===== config.mk =====
export PLATFORM = sky130hd
export DESIGN_NAME = ahb_master_interface
export DESIGN_NICKNAME = d
export VERILOG_FILES = /design/src/rtl/ahb_pkg.sv /design/src/rtl/ahb_wait_timer.sv /design/src/rtl/ahb_master_interface.sv
export SDC_FILE = /design/constraint.sdc
export NUM_CORES = 1
export LEC_CHECK = 0
export CAP_MARGIN = 20
export CELL_PAD_IN_SITES_DETAIL_PLACEMENT = 1
export CELL_PAD_IN_SITES_GLOBAL_PLACEMENT = 2
export CORE_MARGIN = 5
export CORE_UTILIZATION = 31
export CTS_BUF_LIST = sky130_fd_sc_hd__clkbuf_16
export DETAILED_ROUTE_END_ITERATION = 7
export PLACE_DENSITY = 0.85
export SLEW_MARGIN = 20
export SYNTH_ARGS = -nofsm -noshare
export SYNTH_HDL_FRONTEND = slang
export SYNTH_SLANG_ARGS = --single-unit

===== constraint.sdc =====
create_clock -name hclk -period 2.4 [get_ports hclk]
set_input_delay 0.72 -clock hclk [delete_from_list [all_inputs] [get_ports hclk]]
set_output_delay 0.72 -clock hclk [all_outputs]
set_load 0.02 [all_outputs]

===== src/rtl/ahb_pkg.sv =====
// Shared AHB encodings and the master-interface FSM state type.
package ahb_pkg;

  localparam logic [1:0] HTRANS_IDLE   = 2'b00;
  localparam logic [1:0] HTRANS_NONSEQ = 2'b10;

  localparam logic [2:0] HSIZE_WORD    = 3'b010;
  localparam logic [2:0] HBURST_SINGLE = 3'b000;

  localparam logic HRESP_OKAY  = 1'b0;
  localparam logic HRESP_ERROR = 1'b1;

  typedef enum logic [1:0] {
    ST_IDLE = 2'b00,
    ST_REQ  = 2'b01,
    ST_ADDR = 2'b10,
    ST_DATA = 2'b11
  } state_e;

endpackage


===== src/rtl/ahb_wait_timer.sv =====
// Counts consecutive hready-low cycles of a data phase and flags the
// cycle on which the stall limit is reached.
module ahb_wait_timer
  import ahb_pkg::*;
#(
  parameter int WAIT_MAX = 16
) (
  input  logic hclk,
  input  logic hresetn,
  input  logic clear_i,
  input  logic en_i,
  output logic expired_o
);

  localparam logic [7:0] LIMIT = 8'(WAIT_MAX - 1);

  logic [7:0] cnt_q;
  logic [7:0] cnt_d;

  // Clear wins; otherwise count stalled cycles, saturating at the top.
  always_comb begin
    cnt_d = cnt_q;
    if (clear_i)                    cnt_d = '0;
    else if (en_i && cnt_q != 8'hFF) cnt_d = cnt_q + 8'd1;
  end

  // Stall counter register.
  always_ff @(posedge hclk or negedge hresetn) begin
    if (!hresetn) cnt_q <= '0;
    else          cnt_q <= cnt_d;
  end

  // Fires on the WAIT_MAX-th consecutive low cycle, i.e. the edge that
  // would otherwise push the count to WAIT_MAX.
  assign expired_o = en_i && (cnt_q == LIMIT);

endmodule


===== src/rtl/ahb_master_interface.sv =====
// Single-beat AHB master: request -> grant -> address -> data, with
// wait-state handling, ERROR propagation and a data-phase stall abort.
module ahb_master_interface
  import ahb_pkg::*;
#(
  parameter int ADDR_W   = 32,
  parameter int DATA_W   = 32,
  parameter int WAIT_MAX = 16
) (
  input  logic              hclk,
  input  logic              hresetn,
  // master request bundle
  input  logic [ADDR_W-1:0] addr,
  input  logic [1:0]        slv_sel_in,
  input  logic [DATA_W-1:0] din,
  input  logic              wr,
  input  logic              enable,
  input  logic              hbusreq_in,
  output logic [DATA_W-1:0] dout,
  output logic              hresp_out,
  output logic              done,
  output logic              busy,
  // AHB side
  input  logic              hgrant,
  input  logic              hready,
  input  logic              hresp,
  input  logic [DATA_W-1:0] hrdata,
  output logic              hbusreq,
  output logic [1:0]        slv_sel,
  output logic [ADDR_W-1:0] haddr,
  output logic [1:0]        htrans,
  output logic              hwrite,
  output logic [2:0]        hsize,
  output logic [2:0]        hburst,
  output logic [DATA_W-1:0] hwdata
);

  state_e              state_q;
  logic [ADDR_W-1:0]   addr_q, haddr_q;
  logic [DATA_W-1:0]   din_q, hwdata_q, dout_q;
  logic                wr_q, hwrite_q, hbusreq_q, hresp_out_q, done_q, busy_q;
  logic [1:0]          sel_q, slv_sel_q, htrans_q;
  logic                tmr_clear, tmr_en, tmr_expired;

  assign tmr_en    = (state_q == ST_DATA) && !hready;
  assign tmr_clear = (state_q != ST_DATA) || hready;

  ahb_wait_timer #(.WAIT_MAX(WAIT_MAX)) u_wait_timer (
    .hclk      (hclk),
    .hresetn   (hresetn),
    .clear_i   (tmr_clear),
    .en_i      (tmr_en),
    .expired_o (tmr_expired)
  );

  // Transfer FSM; every bus and master-side output is a register here.
  always_ff @(posedge hclk or negedge hresetn) begin
    if (!hresetn) begin
      state_q     <= ST_IDLE;
      addr_q      <= '0;
      din_q       <= '0;
      wr_q        <= 1'b0;
      sel_q       <= '0;
      haddr_q     <= '0;
      hwdata_q    <= '0;
      dout_q      <= '0;
      hwrite_q    <= 1'b0;
      slv_sel_q   <= '0;
      htrans_q    <= HTRANS_IDLE;
      hbusreq_q   <= 1'b0;
      hresp_out_q <= HRESP_OKAY;
      done_q      <= 1'b0;
      busy_q      <= 1'b0;
    end else begin
      done_q <= 1'b0;
      unique case (state_q)
        ST_IDLE: begin
          htrans_q  <= HTRANS_IDLE;
          hbusreq_q <= 1'b0;
          if (enable && hbusreq_in) begin
            addr_q  <= addr;
            din_q   <= din;
            wr_q    <= wr;
            sel_q   <= slv_sel_in;
            state_q <= ST_REQ;
            busy_q  <= 1'b1;
          end
        end
        ST_REQ: begin
          if (!enable || !hbusreq_in) begin
            hbusreq_q <= 1'b0;
            state_q   <= ST_IDLE;
            busy_q    <= 1'b0;
          end else begin
            hbusreq_q <= 1'b1;
            // A grant only counts once our own request has been on the
            // bus for a full cycle, so a stale grant is never taken.
            if (hbusreq_q && hgrant && hready) begin
              state_q   <= ST_ADDR;
              htrans_q  <= HTRANS_NONSEQ;
              haddr_q   <= addr_q;
              hwrite_q  <= wr_q;
              slv_sel_q <= sel_q;
            end
          end
        end
        ST_ADDR: begin
          if (hready) begin
            state_q   <= ST_DATA;
            htrans_q  <= HTRANS_IDLE;
            hbusreq_q <= 1'b0;
            hwdata_q  <= wr_q ? din_q : '0;
          end
        end
        ST_DATA: begin
          if (hready || tmr_expired) begin
            done_q    <= 1'b1;
            state_q   <= ST_IDLE;
            busy_q    <= 1'b0;
            haddr_q   <= '0;
            hwrite_q  <= 1'b0;
            slv_sel_q <= '0;
            hwdata_q  <= '0;
            if (hready) begin
              hresp_out_q <= hresp;
              if (!wr_q && hresp == HRESP_OKAY) dout_q <= hrdata;
            end else begin
              hresp_out_q <= HRESP_ERROR;
            end
          end
        end
        default: state_q <= ST_IDLE;
      endcase
    end
  end

  assign dout      = dout_q;
  assign hresp_out = hresp_out_q;
  assign done      = done_q;
  assign busy      = busy_q;
  assign hbusreq   = hbusreq_q;
  assign slv_sel   = slv_sel_q;
  assign haddr     = haddr_q;
  assign htrans    = htrans_q;
  assign hwrite    = hwrite_q;
  assign hwdata    = hwdata_q;
  assign hsize     = HSIZE_WORD;
  assign hburst    = HBURST_SINGLE;

endmodule


==> impl_metrics.tcl, run 1 <==
set metrics [dict create \
    status "completed" \
    areaGrowthSynthToFinish_pct 37.7 \
    syn_inst 693 \
    gr-total-overflow 0 \
    crit_type "reg -> out" \
    portBuffers 209 \
    insertion_delay_ns 0.43 \
    power.density_nw_per_um2 1190 \
    cp_cell_sequence "clkdlybuf4s50_1" \
    yosysWarnings 0 \
    dp_hpwl_um 16000 \
    finClkSkew_ns 0.0182 \
    dr.pass1.iters 4 \
    setup_viol 0 \
    p_leak_uw 0.00450 \
    post_route_cells_drive_above_1_share_pct 17.4 \
    cts_buffers 17 \
    fin_crit_ns 2.25 \
    wire_per_inst_um 19.9 \
    core-area_um2 25900 \
    cts-hold-fix-buffers 0 \
    slew_headroom_pct 62.3 \
    finalSetupTns_ns 0 \
    cp_slowest_cell "clkdlybuf4s50_1" \
    syn_area_um2 8120 \
    worstHoldPathType "in -> async" \
    slowest_delay_ns 0.69 \
    synthMuxAreaShare_pct 13.9 \
    antenna_found_initial 0 \
    cp-start-kind "flop" \
    synth-simple-area-share_pct 9.74 \
    cts_resized 0 \
    synth_compound_area_share_pct 15.8 \
    grt_pass1_wl_um 38600 \
    cts_tree "done" \
    gp_congestion 0.706 \
    via_per_inst 5.18 \
    synth_edf_count 0 \
    synth.area.top_cells "dfrtp_1 (56%), mux2_2 (13%), nor2b_1 (5.2%), o21ai_0 (4.2%), a41oi_1 (3.8%)" \
    fin_hold_ws_ns 0.217 \
    timing.fmax_mhz 445 \
    synth_area_per_cell_um2 11.7 \
    clockRootBuffer "clkbuf_16" \
    n_antenna_cell 0 \
    critical_path.max_fanout 5 \
    synthAdderAreaFrac_pct 0.154 \
    cp.arrival_ns 1.53 \
    die_width_um 172 \
    period_share_pct 93.7 \
    htreeDepth 4 \
    grt_max_degree 62 \
    synth_xor_area_share_pct 0 \
    cp_top_family "buffers and inverters" \
    num_rows 59 \
    synth_largest_area_cell "dfrtp_1" \
    cts_setup_buffers 0 \
    synth_top_family_by_area "compound AO/OA/AOI/OAI gates" \
    finalPower_uw 13300 \
    path_buf_inv 1 \
    cp-end-kind "primary output" \
    maxSlewViolCount 0 \
    drc 0 \
    via_count 6360 \
    synth_top_area_share_pct 55.8 \
    grt_pass1_vias 6841 \
    drv_cap 0 \
    start_util_pct 31.3 \
    path_clk_slew_ns 0.07 \
    ir_drop_v 0.000475 \
    ys_seq_elements 181 \
    synth_flop_cell "dfrtp_1" \
    async_reset_ff_share_pct 100 \
    wirelength_um 24500 \
    synth_cell_types 43 \
    final_hold_viol_count 0 \
    drt_first_iter_violations 292 \
    globalRouteTotalUtil_pct 16.5 \
    die-area_um2 29500 \
    synth_seq_area_share_pct 55.8 \
    tightest_slew_ns 0.566 \
    pin_count 217 \
    final_nets 986 \
    dieHeight_um 172 \
    antenna_left 0 \
    clockBufferDepth 2 \
    clock_sinks 181 \
    worstPathRequired_ns 1.68 \
    rsz0062_at_grt "no" \
]
==> cell type report <==
class | count | area [um2]
repair buffers | 233 | 2400
clock buffers | 17 | 425
flip-flops and latches | 181 | 4530
fillers | 2755 | 14700
inverters | 2 | 7.51
clock inverters | 15 | 145
well taps | 335 | 419
multi-input cells | 444 | 3250
==> per-layer routing <==
layer | track usage [%] | part of all wire (%) | wire, um | vias to the layer above
met2 | 27.0 | 48 | 11700 | 165
met4 | 3.49 | 0.99 | 243 | 0
met3 | 4.23 | 6.1 | 1480 | 16
met5 | 0 | 0 | 0 | -
met1 | 22.3 | 45 | 11100 | 3282
li1 | - | - | - | 2897
==> path summary, 6_finish.rpt <==
kind,slack [ns],end,cells after the start,from
setup / recovery,0.15,hbusreq,1,hbusreq
hold / removal,0.22,dout[7],1,hresetn
setup reg to reg,0.41,haddr[7],4,u_wait_timer.cnt_q[5]
hold reg to reg,0.49,dout[22],1,dout[22]
max in group asynchronous,1.51,addr_q[30],2,hresetn
min in group hclk,0.49,dout[22],1,dout[22]
==> state kept, by name (all words and copies together), names as in the netlist, named ones only <==
name                cells
haddr                  32
slv_sel                 2
busy                    1
htrans                  1
sel_q                   2
hresp_out               1
hbusreq                 1
din_q                  32
addr_q                 32
wr_q                    1
hwdata                 32
state_q                 1
dout                   32
hwrite                  1
u_wait_timer.cnt_q      8
done                    1
==> per-stage QoR <==
stage	std cells	instance area [um2]	util, %	setup slack [ns]
5_1_grt	1227	11200	43.1	0.101
4_1_cts	1227	11200	43.1	0.134
3_3_place_gp	1195	10600	40.9	0.112
3_5_place_dp	1195	10600	40.9	0.0738
2_1_floorplan	698	8140	-	0.590
6_report	1227	11200	43.1	0.151
==> cell usage after synthesis (6+ instances only) <==
cell        n
a21oi_1    38
a31oi_1     6
a41oi_1    35
buf_1       7
buf_2      10
buf_4       8
buf_6       7
clkbuf_1   36
dfrtp_1   181
mux2_1      7
mux2_2     92
nand2_1    39
nand3_1     6
nor2b_1    68
o21ai_0    68
o21ai_1     9
o311ai_1   27
==> power by group <==
part           switching, uW  internal [uW]
registers                833           4320
clock network           1310           1460
logic                   2670           2720
total                   4810           8500
==> layout by cell type (no fill, tap or decap), drive strengths merged, types with 3 or more instances in the layout <==
cell type	instances
conb	7
nand2	39
clkdlybuf4s50	208
nor2	4
dfrtp	181
nor3	3
inv	10
mux2	99
clkbuf	18
a41oi	35
clkinv	4
nor2b	68
and3	5
a31oi	6
o21ai	78
a21oi	38
buf	24
o311ai	32
nand4	4
nand3	6
==> logic make-up after synthesis <==
logic type	count (synthesis)
DFF	181
adders and majority gates	1
AOI/OAI and AO/OA	196
buffers and inverters	73
muxes	100
other	2
and+or+nand+nor	140
(Power assumes the default switching activity.)
==> run 2: changes to the inputs <==
--- a/config.mk
+++ b/config.mk
@@ -8,7 +8,6 @@
 export CAP_MARGIN = 20
 export CELL_PAD_IN_SITES_DETAIL_PLACEMENT = 1
 export CELL_PAD_IN_SITES_GLOBAL_PLACEMENT = 2
-export CORE_MARGIN = 5
 export CORE_UTILIZATION = 31
 export CTS_BUF_LIST = sky130_fd_sc_hd__clkbuf_16
 export DETAILED_ROUTE_END_ITERATION = 7
==> run 2 against run 1 <==
Net effect: global-route usage up 2.0 points; setup slack improved by 0.015 ns; clock power rose by 4%; critical endpoint unchanged; total power rose by 0.73%.
==> impl_metrics.tcl, run 2 (synthesized netlist as in run 1, its figures left out) <==
set metrics [dict create \
    cp-end-kind "primary output" \
    dr.pass1.iters 4 \
    wirelength_um 23600 \
    final_cell_area_um2 11200 \
    dp_hpwl_um 15600 \
    clkPwrFrac_pct 21.5 \
    period_share_pct 93.1 \
    grt_pass1_wl_um 38300 \
    p_leak_uw 0.00453 \
    multi_input_area_um2 3250 \
    internal_power_uw 8620 \
    die_width_um 164 \
    insertion_delay_ns 0.42 \
    worstPathRequired_ns 1.68 \
    antenna_left 0 \
    crit_type "reg -> out" \
    dieHeight_um 164 \
    pwr-share-seq_pct 38.6 \
    ir_drop_v 0.000437 \
    fin_ws_ns 0.166 \
    cp_top_family "buffers and inverters" \
    maxSlewViolCount 0 \
    antenna_found_initial 0 \
    status "completed" \
    placed_area_um2 10600 \
    wire_per_inst_um 19.2 \
    most-common-layout-cells "clkdlybuf4s50_1 (208), dfrtp_1 (180), mux2_2 (92)" \
    finalSetupTns_ns 0 \
    clock_sinks 181 \
    power.density_nw_per_um2 1190 \
    core-area_um2 25400 \
    gp_congestion 0.745 \
    grt_pass1_vias 6841 \
    tightest_slew_ns 0.538 \
    final_hold_viol_count 0 \
    cts-hold-fix-buffers 0 \
    final_nets 992 \
    worstHoldPathType "in -> async" \
    drv_cap 0 \
    via_per_inst 5.16 \
    cp_cell_sequence "clkdlybuf4s50_1" \
    cp_slowest_cell "clkdlybuf4s50_1" \
    slowest_delay_ns 0.68 \
    cts_resized 0 \
    post_route_cells_drive_above_1_share_pct 18.0 \
    clockRootBuffer "clkbuf_16" \
    cp.arrival_ns 1.51 \
    cts_setup_buffers 0 \
    gr-total-overflow 0 \
    portBuffers 209 \
    drt_first_iter_violations 327 \
    slew_headroom_pct 64.1 \
    clockBufferDepth 2 \
    swShare_pct 35.7 \
    path_buf_inv 1 \
    start_util_pct 32.0 \
    p_sw_uw 4790 \
    pin_count 217 \
    p_comb_share_pct 40.0 \
    die-area_um2 26800 \
    place_ws_ns 0.0853 \
    cts_tree "done" \
    num_rows 58 \
    setup_viol 0 \
    drc 0 \
    finClkSkew_ns 0.00653 \
    timing.fmax_mhz 448 \
    via_count 6340 \
    critical_path.max_fanout 5 \
    path_clk_slew_ns 0.07 \
    seq_area_um2 4530 \
    globalRouteTotalUtil_pct 18.5 \
    cts_buffers 17 \
    grt_max_degree 57 \
    rsz0062_at_grt "no" \
    cp-start-kind "flop" \
    areaGrowthSynthToFinish_pct 38.6 \
    fin_crit_ns 2.23 \
    htreeDepth 4 \
    layout_commonest_cell "clkdlybuf4s50_1" \
    n_fill_cell 2744 \
]
==> run 2: final timing paths <==
check,from,endpoint,slack [ns],cells after the start
worst max-delay path,hbusreq,hbusreq,0.17,1
worst min-delay path,hresetn,din_q[12],0.27,1
worst max register to register,u_wait_timer.cnt_q[5],hwdata[31],0.41,4
worst min register to register,dout[9],dout[9],0.48,1
max in group asynchronous,hresetn,hwdata[29],1.49,2
min in group hclk,dout[9],dout[9],0.48,1
==> run 2: layer usage <==
metal | share of wire, % | global-route usage, % | vias to the layer above | wire length (um)
li1 | - | - | 2896 | -
met1 | 44 | 24.5 | 3231 | 10500
met2 | 48 | 30.5 | 192 | 11300
met3 | 5.9 | 3.84 | 21 | 1400
met4 | 1.6 | 5.56 | 0 | 378
met5 | 0 | 0 | - | 0
==> run 2: area by class of cell <==
class / count / share of cell area, %
multi-input cells: 444 / 28.9
clock inverters: 15 / 1.58
inverters: 2 / 0.0667
clock buffers: 17 / 3.78
flip-flops and latches: 181 / 40.3
well taps: 330 / 3.67
diodes: 1 / 0.0222
repair buffers: 239 / 21.7
==> run 2: stage by stage <==
stage / hold slack, ns / std cells / util, % / power (uW)
after floorplan: 0.424 / 698 / - / 8150
after global placement: 0.466 / 1196 / 41.9 / 10400
after detailed placement: 0.475 / 1196 / 41.9 / 10600
after CTS: 0.276 / 1228 / 44.3 / 13600
after global routing: 0.287 / 1228 / 44.3 / 14300
final: 0.265 / 1229 / 44.3 / 13400
==> run 2: power by group through the flow <==
stage / Combinational (uW) / Sequential, uW / Clock, uW
5_1_grt: 5840 / 5360 / 3100
3_5_place_dp: 5420 / 5230 / 0
6_report: 5360 / 5170 / 2880
3_3_place_gp: 5260 / 5170 / 0
4_1_cts: 5440 / 5190 / 2980
2_1_floorplan: 2390 / 5760 / 0
==> variant 1, RTL diff (settings of run 2) <==
Re-encode `state_e` (4 states) as one-hot, 4 bits wide.
--- a/src/rtl/ahb_pkg.sv
+++ b/src/rtl/ahb_pkg.sv
@@ -10,11 +10,11 @@
   localparam logic HRESP_OKAY  = 1'b0;
   localparam logic HRESP_ERROR = 1'b1;
 
-  typedef enum logic [1:0] {
-    ST_IDLE = 2'b00,
-    ST_REQ  = 2'b01,
-    ST_ADDR = 2'b10,
-    ST_DATA = 2'b11
+  typedef enum logic [3:0] {
+    ST_IDLE = 4'b0001,
+    ST_REQ  = 4'b0010,
+    ST_ADDR = 4'b0100,
+    ST_DATA = 4'b1000
   } state_e;
 
 endpackage
Function: same outputs for any inputs over 4 cycles, from zero or initial values and one cycle with hresetn low; so few cycles prove little.
==> variant 1 against run 2 <==
  * Setup slack improved by 0.038 ns
  * Routed wire length decreased by 25%
  * Clock skew up 0.0065 ns
  * Global-route usage decreased by 2.3 points
  * Count of clock-buffer cells in the layout unchanged
  * Cell area shrank 10%
  * Area after synthesis is 14% lower
  * Sequential cell count is 2 higher
Power is not compared: it rests on default switching activity, and its combinational part moved more than twofold at a synthesized area within 25%.
==> variant 1: results (changes against run 2) <==
M2 GR Usage -> 0.266 (was 0.305)
Ys Warns -> 0 (unchanged)
Worst skew pair latency -> 0.43 ns
# port buffers -> 209 (unchanged)
Synth area leaders -> dfrtp_1, mux2_2, a22o_1 (was dfrtp_1, mux2_2, nor2b_1)
Worst path slowest cell -> clkdlybuf4s50_1 (unchanged)
VDD IR-drop max -> 0.427 mV
H-tree depth -> 4 (unchanged)
Top cells by count, synth -> dfrtp_1, mux2_2, a22o_1 (was dfrtp_1, mux2_2, nor2b_1, o21ai_0, nand2_1)
FF-to-FF Start -> u_wait_timer.cnt_q[5] (unchanged)
Antenna diodes -> 0 (was 1)
Fill cell count -> 2,198 (was 2,744)
Met3 Use GR -> 0.0493 (was 0.0384)
TritonCTS Buffers -> 17 (unchanged)
GP Congestion -> 0.759 (was 0.745)
GRT met1 Usage -> 0.211 (was 0.245)
Post-synth ARST share -> 1.00 (unchanged)
Cell family with most CP delay -> buffers and inverters (unchanged)
Routed WL -> 17,700 µm (was 23,600 µm)
Total GRT Usage -> 0.162 (was 0.185)
HPWL Detailed -> 12,700 µm (was 15,600 µm)
CP Max Fanout -> 3 (was 5)
Initial DRC count -> 172 (was 327)
First-pass GRT wire length -> 29,700 µm (was 38,300 µm)
Share of layout cells above drive strength 1 -> 0.233 (was 0.180)
Iteration count of the initial detailed-routing pass -> 4 (unchanged)
Clock buffer depth -> 2 (unchanged)
HP Class -> input pin to asynchronous set/reset pin (unchanged)
Resize count post-CTS -> 0 (unchanged)
Postcts setup bufs -> 0 (unchanged)
Clock root buffer -> clkbuf_16 (unchanged)
Number of global-route vias before repair -> 5,230 (was 6,841)
Unique masters post-synth -> 44 (was 43)
Leakage -> 0.00448 µW
Post-synthesis sequential area ratio -> 0.658 (was 0.558)
Final Hold Vio Count -> 0 (unchanged)
Layout Skew -> 0.0131 ns (was 0.00653 ns)
Worst stage delay on the critical path -> 0.67 ns
Top_reg_cell synth -> dfrtp_1 (unchanged)
Vias per cell -> 4.81 (was 5.16)
Crit path launch -> hbusreq (unchanged)
Pin count of the biggest net entering global routing -> 48 (was 57)
Clock slew at reported path FFs -> 0.07 ns (about the same)
Final #Nets -> 788 (was 992)
Outcome -> completed (unchanged)
Initial antenna violation count -> 0 (unchanged)
Worst Path Arrival -> 1.48 ns (was 1.51 ns)
variant 1: cell families (layout without fill, tap and decap cells):
group | after synthesis | in the layout | share of synthesized area
compound gates | 84 | 84 | 0.101
xor+xnor | 2 | 2 | 0.00252
fa+ha+maj | 1 | 1 | 0.00180
buf+inv | 35 | 267 | 0.0271
flops | 183 | 183 | 0.658
mux | 101 | 101 | 0.163
other cells | 2 | 7 | 0.00108
simple gates | 49 | 49 | 0.0451
variant 1: worst paths after layout:
check / endpoint / slack, ns / cells past startpoint
setup / recovery: hbusreq / 0.20 / 1
hold reg to reg: hwdata[28] / 0.49 / 1
setup reg to reg: hwdata[2] / 0.30 / 5
max in group asynchronous: hwdata[8] / 1.51 / 2
min in group hclk: hwdata[28] / 0.49 / 1
hold / removal: din_q[31] / 0.24 / 1
variant 1: layout make-up:
cell class	instances	area share
clock buffer	17	0.0420
clock inverter	15	0.0132
inverter	4	0.00148
multi-input combinational	244	0.222
sequential	183	0.452
tap	280	0.0346
timing repair buffer	231	0.234
variant 1: per-stage QoR:
step	area (µm²)	total power (µW)	instances	worst slack (ns)	util
after detailed placement	9560	4170	942	-0.000141	0.437
after global routing	10100	7090	974	0.129	0.462
after CTS	10100	6880	974	0.163	0.462
after floorplan	6980	3790	462	0.553	-
after global placement	9560	4110	942	0.0747	0.437
final	10100	6770	974	0.204	0.462
variant 1: metal layers:
metal / up-vias / share of wire
li1: 2103 / -
met1: 2415 / 0.44
met2: 152 / 0.50
met3: 13 / 0.057
met4: 0 / 0.0082
met5: - / 0
variant 1: power breakdown:
part	internal (µW)	switching (µW)	total (µW)
combinational	394	216	610
sequential	3340	141	3480
clock	1370	1310	2680
==> variant 2, RTL diff (config.mk and constraints of run 2) <==
Without the edit above. Set the parameter `DATA_W` to 36 (it was 32).
--- a/src/rtl/ahb_master_interface.sv
+++ b/src/rtl/ahb_master_interface.sv
@@ -4,7 +4,7 @@
   import ahb_pkg::*;
 #(
   parameter int ADDR_W   = 32,
-  parameter int DATA_W   = 32,
+  parameter int DATA_W   = 36,
   parameter int WAIT_MAX = 16
 ) (
   input  logic              hclk,
Interface: changed (resized din, dout, hrdata and hwdata); port bits go from 217 to 233. No check against the original RTL was run, so the function may have changed too.
==> variant 2 against run 2 <==
  * Combinational power shrank 32%
  * Count of clock-buffer cells in the layout unchanged
  * Worst hold slack worse by 0.012 ns
  * Maximum frequency is 1.5% higher
  * Cell area is 5.8% lower
  * Area after synthesis down 8.8%
  * Routed wire length fell by 20%
  * Cell count decreased by 15%
  * Power fell by 15%
  * Setup slack improved by 0.032 ns
  * Non-clock buffer count up 4
  * Sequential cell count up 12
  * Clock power fell by 7%
==> variant 2: results (changes against run 2) <==
Post-placement cell area -> 0.0100 mm² (was 0.0106 mm²)
CP Max Fanout -> 3 (was 5)
Layout area overhead -> 43.0% (was 38.6%)
Pin count of the biggest net entering global routing -> 59 (was 57)
Total GRT Usage -> 0.162 (was 0.185)
Routed WL -> 18,800 µm (was 23,600 µm)
Crit Reg-Reg Endpoint -> dout[16] (was hwdata[31])
VDD IR-drop max -> 0.405 mV (was 0.437 mV)
HPWL Detailed -> 13,200 µm (was 15,600 µm)
Outcome -> completed (unchanged)
Unique masters post-synth -> 42 (was 43)
Share of layout cells above drive strength 1 -> 0.203 (was 0.180)
Leakage -> 0.00460 µW (was 0.00453 µW)
Initial DRC count -> 203 (was 327)
Post-synthesis sequential area ratio -> 0.652 (was 0.558)
Number of global-route vias before repair -> 5,473 (was 6,841)
Crit path launch -> htrans[1] (was hbusreq)
Worst Path Arrival -> 1.48 ns (was 1.51 ns)
Pre-CTS setup slack -> -0.00703 ns (was 0.0853 ns)
# port buffers -> 225 (was 209)
Synth area leaders -> dfrtp_1, mux2_2, a22o_1 (was dfrtp_1, mux2_2, nor2b_1)
Fill cell count -> 2,342 (was 2,744)
Top cells by count, synth -> dfrtp_1, mux2_2, a22o_1 (was dfrtp_1, mux2_2, nor2b_1, o21ai_0, nand2_1)
First-pass GRT wire length -> 30,300 µm (was 38,300 µm)
Critical Path Sink -> htrans[1] (was hbusreq)
GP Congestion -> 0.747 (was 0.745)
Fin crit share -> 0.918 (was 0.931)
Final #Nets -> 828 (was 992)
Vias per cell -> 4.71 (was 5.16)
## variant 2: layout make-up
cell class              instances  area share
flip-flops and latches        193       0.456
repair buffers                243       0.235
well taps                     319      0.0377
inverters                       3     0.00106
multi-input cells             255       0.219
clock buffers                  17      0.0402
clock inverters                14      0.0110
## variant 2: per-layer routing
metal | vias up | wire length [µm] | GRT usage
li1 | 2205 | - | -
met5 | - | 0 | 0
met2 | 152 | 9210 | 0.264
met3 | 16 | 1170 | 0.0465
met1 | 2546 | 8220 | 0.207
met4 | 0 | 195 | 0.0495
## variant 2: logic make-up (layout without fill, tap and decap cells)
| family | after synthesis | in the layout | share of synthesized area |
|---|---|---|---|
| flops | 193 | 193 | 0.652 |
| mux | 109 | 109 | 0.165 |
| compound gates | 89 | 89 | 0.101 |
| simple gates | 46 | 46 | 0.0365 |
| buf+inv | 38 | 277 | 0.0387 |
| xor+xnor | 3 | 3 | 0.00355 |
| other cells | 2 | 7 | 0.00101 |
| fa+ha+maj | 1 | 1 | 0.00169 |
## variant 2: through the flow
stage	instances	hold slack, ns	total power [µW]
5_1_grt	1044	0.271	12100
3_5_place_dp	1013	0.483	8880
3_3_place_gp	1013	0.467	8660
6_report	1044	0.253	11400
2_1_floorplan	486	0.424	6980
4_1_cts	1044	0.253	11600
## variant 2: power by group through the flow
stage / logic (µW) / clock network, µW / registers (µW)
final: 3630 / 2690 / 5140
after global routing: 3860 / 2910 / 5310
after CTS: 3690 / 2770 / 5150
after detailed placement: 3680 / 0 / 5200
after global placement: 3570 / 0 / 5100
after floorplan: 1260 / 0 / 5720
